**src/rtl/adpll_sweep_ctrl_if.sv**
```systemverilog
// Interface bundle between the sweep sequencer and its start logic / ADPLL / PhaseAccum.
// master = the side driving start/abort/ref/error, slave = adpll_sweep_ctrl.
interface adpll_sweep_ctrl_if #(
    parameter int WIDTH = 12
);
    logic             start_i;
    logic             abort_i;
    logic             ref_clk_i;
    logic [7:0]       error_i;
    logic [WIDTH-1:0] k_val_o;
    logic             pll_reset_o;
    logic             pll_enable_o;
    logic             busy_o;
    logic             done_o;
    logic             result_valid_o;
    logic [WIDTH-1:0] result_k_o;
    logic             result_locked_o;
    logic [15:0]      result_edges_o;
    logic [WIDTH-1:0] lock_total_o;
    logic [7:0]       peak_err_o;

    modport master (
        output start_i, abort_i, ref_clk_i, error_i,
        input  k_val_o, pll_reset_o, pll_enable_o, busy_o, done_o, result_valid_o,
        input  result_k_o, result_locked_o, result_edges_o, lock_total_o, peak_err_o
    );

    modport slave (
        input  start_i, abort_i, ref_clk_i, error_i,
        output k_val_o, pll_reset_o, pll_enable_o, busy_o, done_o, result_valid_o,
        output result_k_o, result_locked_o, result_edges_o, lock_total_o, peak_err_o
    );
endinterface

```
**src/rtl/adpll_sweep_ctrl.sv**
```systemverilog
// ADPLL tuning-word sweep sequencer: per-point reset, settle, lock measurement and report.
// Peak |error| tracking is built only when ADPLL_SWEEP_PEAK_ERR_EN is defined.
//
// state     | meaning
// S_IDLE    | ADPLL held in reset, waiting for start_i
// S_RST     | ADPLL reset pulse with new tuning word, RST_CYCLES clocks
// S_SETTLE  | ignore SETTLE_EDGES reference edges
// S_MEASURE | sample error per ref edge, count in-threshold run and edges
// S_REPORT  | one-clock result strobe, pick next tuning word
// S_DONE    | one-clock end-of-sweep strobe
module adpll_sweep_ctrl #(
    parameter int WIDTH         = 12,
    parameter int K_START       = 100,
    parameter int K_STEP        = 4,
    parameter int K_STOP        = 200,
    parameter int RST_CYCLES    = 8,
    parameter int SETTLE_EDGES  = 64,
    parameter int LOCK_THRESH   = 4,
    parameter int LOCK_COUNT    = 16,
    parameter int TIMEOUT_EDGES = 1024
) (
    input logic               fpga_clk_i,
    input logic               rst_pbn_i,
    adpll_sweep_ctrl_if.slave bus
);

    typedef enum logic [2:0] {
        S_IDLE, S_RST, S_SETTLE, S_MEASURE, S_REPORT, S_DONE
    } state_t;

    localparam logic [15:0]      RST_LAST    = 16'(RST_CYCLES - 1);
    localparam logic [15:0]      SETTLE_LAST = 16'(SETTLE_EDGES - 1);
    localparam logic [15:0]      LOCK_N      = 16'(LOCK_COUNT);
    localparam logic [15:0]      TIMEOUT_N   = 16'(TIMEOUT_EDGES);
    localparam logic [7:0]       THRESH      = 8'(LOCK_THRESH);
    localparam logic [WIDTH-1:0] K_START_W   = WIDTH'(K_START);
    localparam logic [WIDTH:0]   K_STEP_W    = (WIDTH+1)'(K_STEP);
    localparam logic [WIDTH:0]   K_STOP_W    = (WIDTH+1)'(K_STOP);

    state_t           state_q, state_d;
    logic [WIDTH-1:0] k_q, k_d;
    logic [WIDTH-1:0] lock_total_q, lock_total_d;
    logic [WIDTH-1:0] res_k_q, res_k_d;
    logic [15:0]      cnt_q, cnt_d;
    logic [15:0]      run_q, run_d;
    logic [15:0]      edges_q, edges_d;
    logic [15:0]      res_edges_q, res_edges_d;
    logic             res_locked_q, res_locked_d;
    logic             ref_q;
    logic             ref_edge;
    logic [7:0]       mag;
    logic [15:0]      run_inc, edges_inc;
    logic [WIDTH:0]   k_next;

    assign ref_edge = bus.ref_clk_i & ~ref_q;

    // -128 has no positive twin in 8 bits, so it saturates to 127
    always_comb begin
        if (bus.error_i == 8'h80)
            mag = 8'd127;
        else if (bus.error_i[7])
            mag = ~bus.error_i + 8'd1;
        else
            mag = bus.error_i;
    end

    always_comb begin
        state_d      = state_q;
        k_d          = k_q;
        lock_total_d = lock_total_q;
        res_k_d      = res_k_q;
        res_locked_d = res_locked_q;
        res_edges_d  = res_edges_q;
        cnt_d        = cnt_q;
        run_d        = run_q;
        edges_d      = edges_q;
        run_inc      = (mag <= THRESH) ? run_q + 16'd1 : 16'd0;
        edges_inc    = (edges_q == 16'hFFFF) ? edges_q : edges_q + 16'd1;
        k_next       = {1'b0, k_q} + K_STEP_W;

        if (state_q != S_IDLE && bus.abort_i) begin
            state_d = S_IDLE;
        end else begin
            case (state_q)
                S_IDLE: begin
                    if (bus.start_i) begin
                        state_d      = S_RST;
                        k_d          = K_START_W;
                        lock_total_d = '0;
                        cnt_d        = RST_LAST;
                    end
                end
                S_RST: begin
                    if (cnt_q == 16'd0) begin
                        state_d = S_SETTLE;
                        cnt_d   = SETTLE_LAST;
                    end else begin
                        cnt_d = cnt_q - 16'd1;
                    end
                end
                S_SETTLE: begin
                    if (ref_edge) begin
                        if (cnt_q == 16'd0) begin
                            state_d = S_MEASURE;
                            run_d   = 16'd0;
                            edges_d = 16'd0;
                        end else begin
                            cnt_d = cnt_q - 16'd1;
                        end
                    end
                end
                S_MEASURE: begin
                    if (ref_edge) begin
                        run_d   = run_inc;
                        edges_d = edges_inc;
                        // lock takes priority when lock and timeout land on the same edge
                        if (run_inc >= LOCK_N || edges_inc >= TIMEOUT_N) begin
                            state_d      = S_REPORT;
                            res_k_d      = k_q;
                            res_locked_d = (run_inc >= LOCK_N);
                            res_edges_d  = edges_inc;
                            if (run_inc >= LOCK_N && lock_total_q != '1)
                                lock_total_d = lock_total_q + WIDTH'(1);
                        end
                    end
                end
                S_REPORT: begin
                    if (k_next > K_STOP_W || k_next[WIDTH]) begin
                        state_d = S_DONE;
                    end else begin
                        state_d = S_RST;
                        k_d     = k_next[WIDTH-1:0];
                        cnt_d   = RST_LAST;
                    end
                end
                S_DONE:  state_d = S_IDLE;
                default: state_d = S_IDLE;
            endcase
        end
    end

    always_ff @(posedge fpga_clk_i or negedge rst_pbn_i) begin
        if (!rst_pbn_i) begin
            state_q      <= S_IDLE;
            k_q          <= K_START_W;
            lock_total_q <= '0;
            res_k_q      <= '0;
            res_locked_q <= 1'b0;
            res_edges_q  <= 16'd0;
            cnt_q        <= 16'd0;
            run_q        <= 16'd0;
            edges_q      <= 16'd0;
            ref_q        <= 1'b0;
        end else begin
            state_q      <= state_d;
            k_q          <= k_d;
            lock_total_q <= lock_total_d;
            res_k_q      <= res_k_d;
            res_locked_q <= res_locked_d;
            res_edges_q  <= res_edges_d;
            cnt_q        <= cnt_d;
            run_q        <= run_d;
            edges_q      <= edges_d;
            ref_q        <= bus.ref_clk_i;
        end
    end

`ifdef ADPLL_SWEEP_PEAK_ERR_EN
    logic [7:0] peak_q, res_peak_q, peak_max;
    logic       measure_enter, report_load;

    assign peak_max      = (mag > peak_q) ? mag : peak_q;
    assign measure_enter = (state_q == S_SETTLE) && (state_d == S_MEASURE);
    assign report_load   = (state_q == S_MEASURE) && (state_d == S_REPORT);

    always_ff @(posedge fpga_clk_i or negedge rst_pbn_i) begin
        if (!rst_pbn_i) begin
            peak_q     <= 8'd0;
            res_peak_q <= 8'd0;
        end else begin
            if (measure_enter)
                peak_q <= 8'd0;
            else if (state_q == S_MEASURE && ref_edge)
                peak_q <= peak_max;
            if (report_load)
                res_peak_q <= peak_max;
        end
    end

    assign bus.peak_err_o = res_peak_q;
`else
    assign bus.peak_err_o = 8'd0;
`endif

    assign bus.k_val_o         = k_q;
    assign bus.pll_reset_o     = (state_q == S_IDLE) || (state_q == S_RST);
    assign bus.pll_enable_o    = (state_q != S_IDLE);
    assign bus.busy_o          = (state_q != S_IDLE);
    assign bus.done_o          = (state_q == S_DONE);
    assign bus.result_valid_o  = (state_q == S_REPORT);
    assign bus.result_k_o      = res_k_q;
    assign bus.result_locked_o = res_locked_q;
    assign bus.result_edges_o  = res_edges_q;
    assign bus.lock_total_o    = lock_total_q;

endmodule

```
**src/flat_wrapper.sv**
```systemverilog
// flat-port wrapper written by rule: the top's interface ports become plain ports
module adpll_sweep_ctrl_flat 
#(
    parameter int WIDTH         = 12,
    parameter int K_START       = 100,
    parameter int K_STEP        = 4,
    parameter int K_STOP        = 200,
    parameter int RST_CYCLES    = 8,
    parameter int SETTLE_EDGES  = 64,
    parameter int LOCK_THRESH   = 4,
    parameter int LOCK_COUNT    = 16,
    parameter int TIMEOUT_EDGES = 1024
)
  (fpga_clk_i, rst_pbn_i, bus_start_i, bus_abort_i, bus_ref_clk_i, bus_error_i, bus_k_val_o, bus_pll_reset_o, bus_pll_enable_o, bus_busy_o, bus_done_o, bus_result_valid_o, bus_result_k_o, bus_result_locked_o, bus_result_edges_o, bus_lock_total_o, bus_peak_err_o);
  adpll_sweep_ctrl_if #(.WIDTH(WIDTH)) bus_i ();
  input logic fpga_clk_i;
  input logic rst_pbn_i;
  input wire logic [$bits(bus_i.start_i)-1:0] bus_start_i;
  input wire logic [$bits(bus_i.abort_i)-1:0] bus_abort_i;
  input wire logic [$bits(bus_i.ref_clk_i)-1:0] bus_ref_clk_i;
  input wire logic [$bits(bus_i.error_i)-1:0] bus_error_i;
  output wire logic [$bits(bus_i.k_val_o)-1:0] bus_k_val_o;
  output wire logic [$bits(bus_i.pll_reset_o)-1:0] bus_pll_reset_o;
  output wire logic [$bits(bus_i.pll_enable_o)-1:0] bus_pll_enable_o;
  output wire logic [$bits(bus_i.busy_o)-1:0] bus_busy_o;
  output wire logic [$bits(bus_i.done_o)-1:0] bus_done_o;
  output wire logic [$bits(bus_i.result_valid_o)-1:0] bus_result_valid_o;
  output wire logic [$bits(bus_i.result_k_o)-1:0] bus_result_k_o;
  output wire logic [$bits(bus_i.result_locked_o)-1:0] bus_result_locked_o;
  output wire logic [$bits(bus_i.result_edges_o)-1:0] bus_result_edges_o;
  output wire logic [$bits(bus_i.lock_total_o)-1:0] bus_lock_total_o;
  output wire logic [$bits(bus_i.peak_err_o)-1:0] bus_peak_err_o;
  assign bus_i.start_i = bus_start_i;
  assign bus_i.abort_i = bus_abort_i;
  assign bus_i.ref_clk_i = bus_ref_clk_i;
  assign bus_i.error_i = bus_error_i;
  assign bus_k_val_o = bus_i.k_val_o;
  assign bus_pll_reset_o = bus_i.pll_reset_o;
  assign bus_pll_enable_o = bus_i.pll_enable_o;
  assign bus_busy_o = bus_i.busy_o;
  assign bus_done_o = bus_i.done_o;
  assign bus_result_valid_o = bus_i.result_valid_o;
  assign bus_result_k_o = bus_i.result_k_o;
  assign bus_result_locked_o = bus_i.result_locked_o;
  assign bus_result_edges_o = bus_i.result_edges_o;
  assign bus_lock_total_o = bus_i.lock_total_o;
  assign bus_peak_err_o = bus_i.peak_err_o;
  adpll_sweep_ctrl #(.WIDTH(WIDTH), .K_START(K_START), .K_STEP(K_STEP), .K_STOP(K_STOP), .RST_CYCLES(RST_CYCLES), .SETTLE_EDGES(SETTLE_EDGES), .LOCK_THRESH(LOCK_THRESH), .LOCK_COUNT(LOCK_COUNT), .TIMEOUT_EDGES(TIMEOUT_EDGES)) u_core (.fpga_clk_i(fpga_clk_i), .rst_pbn_i(rst_pbn_i), .bus(bus_i));
endmodule
```
**config.mk**
```make
export PLATFORM = sky130hd
export DESIGN_NAME = adpll_sweep_ctrl_flat
export DESIGN_NICKNAME = d
export VERILOG_FILES = /design/src/rtl/adpll_sweep_ctrl_if.sv /design/src/rtl/adpll_sweep_ctrl.sv /design/src/flat_wrapper.sv
export SDC_FILE = /design/constraint.sdc
export NUM_CORES = 1
export LEC_CHECK = 0
export BUFFER_PORTS_ARGS = -buffer_cell sky130_fd_sc_hd__buf_2
export CORE_UTILIZATION = 35
export DETAILED_ROUTE_END_ITERATION = 16
export GPL_TIMING_DRIVEN = 0
export SETUP_SLACK_MARGIN = 0.3
export SLEW_MARGIN = 20
export SYNTH_ARGS = -nofsm -noshare
export SYNTH_HDL_FRONTEND = slang
export SYNTH_SLANG_ARGS = --single-unit
```
**constraint.sdc**
```tcl
create_clock -name fpga_clk_i -period 3.35 [get_ports fpga_clk_i]
set_input_delay 0.67 -clock fpga_clk_i [delete_from_list [all_inputs] [get_ports fpga_clk_i]]
set_output_delay 0.67 -clock fpga_clk_i [all_outputs]
set_load 0.01 [all_outputs]
```
==> qor.txt <==
placed instance count -> 979
Max-Cap Viols -> 0
setup slack at placement -> 0.01130 ns
distinct cell type count after synthesis -> 89
relative slew slack -> 0.4052
largest net degree at the start of global routing -> 65
Core Region -> 17480 µm²
Fin. Hold Viols -> 0
drt total wl -> 15630 µm
Synth-to-Final Area Change -> 16.28%
CP Capture Type -> register
crit path kind -> register to register
Synth Register Bits -> 101
I/O Pins -> 79
Pins Over Slew Limit -> 0
worst hold path class -> input port to async pin
H-tree Lvls -> 3
Sink Count -> 101
crit-path cells -> ha_1 -> nand3_4 -> nor4b_2 -> mux2i_1 -> o2111a_1 -> a21oi_4 -> nor2_8 -> buf_12 -> mux2_4
EDFF count, synth -> 0
detailed-route via count -> 5336
initial core utilization -> 0.3633
Placed Area -> 7037 µm²
Final Skew -> 0.008118 ns
DR vias/cell -> 5.357
Worst Tran Pin Value -> 0.8828 ns
final setup fails -> 0
RSZ-0062 raised after global routing -> no
slack of the critical path -> 0.5254 ns
Logic pwr share -> 0.195
sequential area share after synthesis -> 0.3987
post-layout util -> 0.4224
post-synth top area cell -> dfrtp_1
crit path buf inv count -> 1
Hold Buf Count CTS -> 0
P_int -> 2.268 mW
status -> finished, final reports clean
Reg power frac -> 0.439
Cell Area, Synth -> 6349 µm²
Rows -> 48
gr ovfl total -> 0
Clock Pin Slew Worst Setup and Hold Paths -> 0.07 ns
fraction of layout cells with a size suffix above 1 -> 0.2283
Sw Share -> 0.2932
Ant. Diodes -> 0
most common cell in the synthesized netlist -> dfrtp_1
Worst-Skew Late Latency -> 0.36 ns
period utilization -> 0.8432
design area -> 7382 µm²
die height -> 136.7 µm
setup TNS -> 0 ns
critical path arrival -> 3.06 ns
pwr dens -> 434.7 nW/µm²
ranking of synthesized cells by area -> dfrtp_1 (39%), mux2_4 (5.2%), o21ai_0 (5.0%), nand2_1 (3.6%), nand3_1 (3.2%)
first-pass GRT wire length -> 26060 µm
NetSw -> 0.9410 mW
Design Power -> 3.209 mW
Async S/R FF share, synth -> 1.000
Lkg Pwr -> 3.481 nW
Peak VDD IR -> 415.3 µV
CTS Root Cell -> clkbuf_16
Syn Inst Count -> 677
starting DRC count in detailed routing -> 423
routed length per placed instance -> 15.69 µm
top cell type's share of synthesized area -> 0.3863
yosys warns -> 0
Final ANT Viol Nets -> 0
top_reg_cell synth -> dfrtp_1
chip width -> 136.7 µm
Tot GR Track Use -> 0.1778
kind of cell adding the most delay to the critical path -> simple AND/OR/NAND/NOR gates
worst stage delay on the critical path -> 0.47 ns
DRC -> 0
Clock Tree Buf Depth -> 2
critical path data required time -> 3.59 ns
vias in the first global route -> 5088
setup slack, reg-to-reg -> 0.53 ns
CP max FO -> 10
top cells by count, synth -> dfrtp_1 (98), o21ai_0 (64), nand2_1 (61)
post-DP HPWL -> 11160 µm
CTS Buf Count -> 9
port bufs -> 65
die footprint -> 18680 µm²
initial antenna violation count -> 0
Fillers -> 1714
Slowest-stage cell, CP -> dfrtp_1
WHS -> 0.2080 ns
gpl congestion -> 0.8472
post-layout minimum cycle time -> 2.825 ns
Worst Setup Start Kind -> register
Syn Area/Cell -> 9.378 µm²
Clock power frac -> 0.367
post-route insts no fill -> 996
drt pass-1 iters -> 7
Peak Freq -> 354.0 MHz
TritonCTS clock tree -> yes
Nets -> 787
kinds of logic after synthesis:
family | synth area share
mux | 0.06839
flops | 0.3987
xor+xnor | 0.01518
fa+ha+maj | 0.01577
buf+inv | 0.06267
other cells | 0.0005907
compound gates | 0.2160
simple gates | 0.2227
worst register-to-register path: stages, from the launching register on:
cell	delay, ns
dfrtp_1	0.47
ha_1	0.32
nand3_4	0.17
nor4b_2	0.42
mux2i_1	0.26
o2111a_1	0.30
a21oi_4	0.10
nor2_8	0.18
buf_12	0.17
mux2_4	0.31
path summary, 6_finish.rpt:
check                                                   start                                        to  cells past startpoint
worst max-delay path            u_core.edges_q[0]$_DFFE_PN0P_      u_core.bus.result_k_o[8]$_DFFE_PN0P_                      9
worst min-delay path                                rst_pbn_i  u_core.bus.result_edges_o[0]$_DFFE_PN0P_                      1
worst max register to register  u_core.edges_q[0]$_DFFE_PN0P_      u_core.bus.result_k_o[8]$_DFFE_PN0P_                      9
worst min register to register    u_core.cnt_q[0]$_DFFE_PN0P_               u_core.cnt_q[0]$_DFFE_PN0P_                      1
max in group asynchronous                           rst_pbn_i         u_core.bus.k_val_o[5]$_DFFE_PN1P_                      2
min in group fpga_clk_i                         bus_ref_clk_i                    u_core.ref_q$_DFF_PN0_                      1
layer usage:
layer  vias up  GRT usage  wire (µm)
li1       2661          -          -
met1      2553     0.2463       7707
met2       114     0.2826       7160
met3         8    0.04000        669
met4         0    0.03580         89
met5         -          0          0
power groups by stage:
stage / Sequential, mW / Clock (mW) / Combinational (mW)
final: 1.41 / 1.18 / 0.625
after global routing: 1.42 / 1.25 / 0.695
after global placement: 1.42 / 0 / 0.613
after floorplan: 1.41 / 0 / 0.451
after CTS: 1.41 / 1.22 / 0.625
after detailed placement: 1.43 / 0 / 0.624
registers in the layout, summed over array words and instances (netlist names):
register	count
u_core.bus.result_edges_o	16
u_core.edges_q	16
u_core.bus.lock_total_o	12
u_core.cnt_q	16
u_core.state_q	3
u_core.bus.k_val_o	10
u_core.run_q	16
u_core.bus.result_k_o	10
u_core.bus.result_locked_o	1
u_core.ref_q	1
cell usage in the layout (no fill, tap or decap), drive strengths merged, types with 5 or more instances in the layout:
cell / instances
buf: 101
dfrtp: 98
o21ai: 78
nand2: 61
nand3: 43
a21oi: 40
nor2: 37
mux2: 25
clkbuf: 25
inv: 22
and3: 17
o31ai: 17
nor3: 17
or3: 13
conb: 12
a22o: 10
nor2b: 9
nor4: 9
xnor2: 8
ha: 8
nand2b: 7
mux2i: 7
nand4: 7
or4: 7
a21o: 6
a22oi: 5
a31o: 5
cell type report:
| cell class | instances | area [µm²] | share of cell area |
|---|---|---|---|
| multi-input cells | 516 | 3470 | 0.4700 |
| well taps | 225 | 281.5 | 0.03814 |
| clock inverters | 5 | 82.58 | 0.01119 |
| clock buffers | 11 | 252.7 | 0.03424 |
| plain buffers | 48 | 311.5 | 0.04220 |
| flip-flops and latches | 101 | 2531 | 0.3429 |
| repair buffers | 67 | 366.6 | 0.04966 |
| inverters | 23 | 86.33 | 0.01169 |
repair_timing:
item                       in CTS  in global routing
resized for setup               0                  1
setup endpoints to repair       0                 31
buffers inserted                0                  1
No activity file was read; power rests on OpenSTA's default activity.
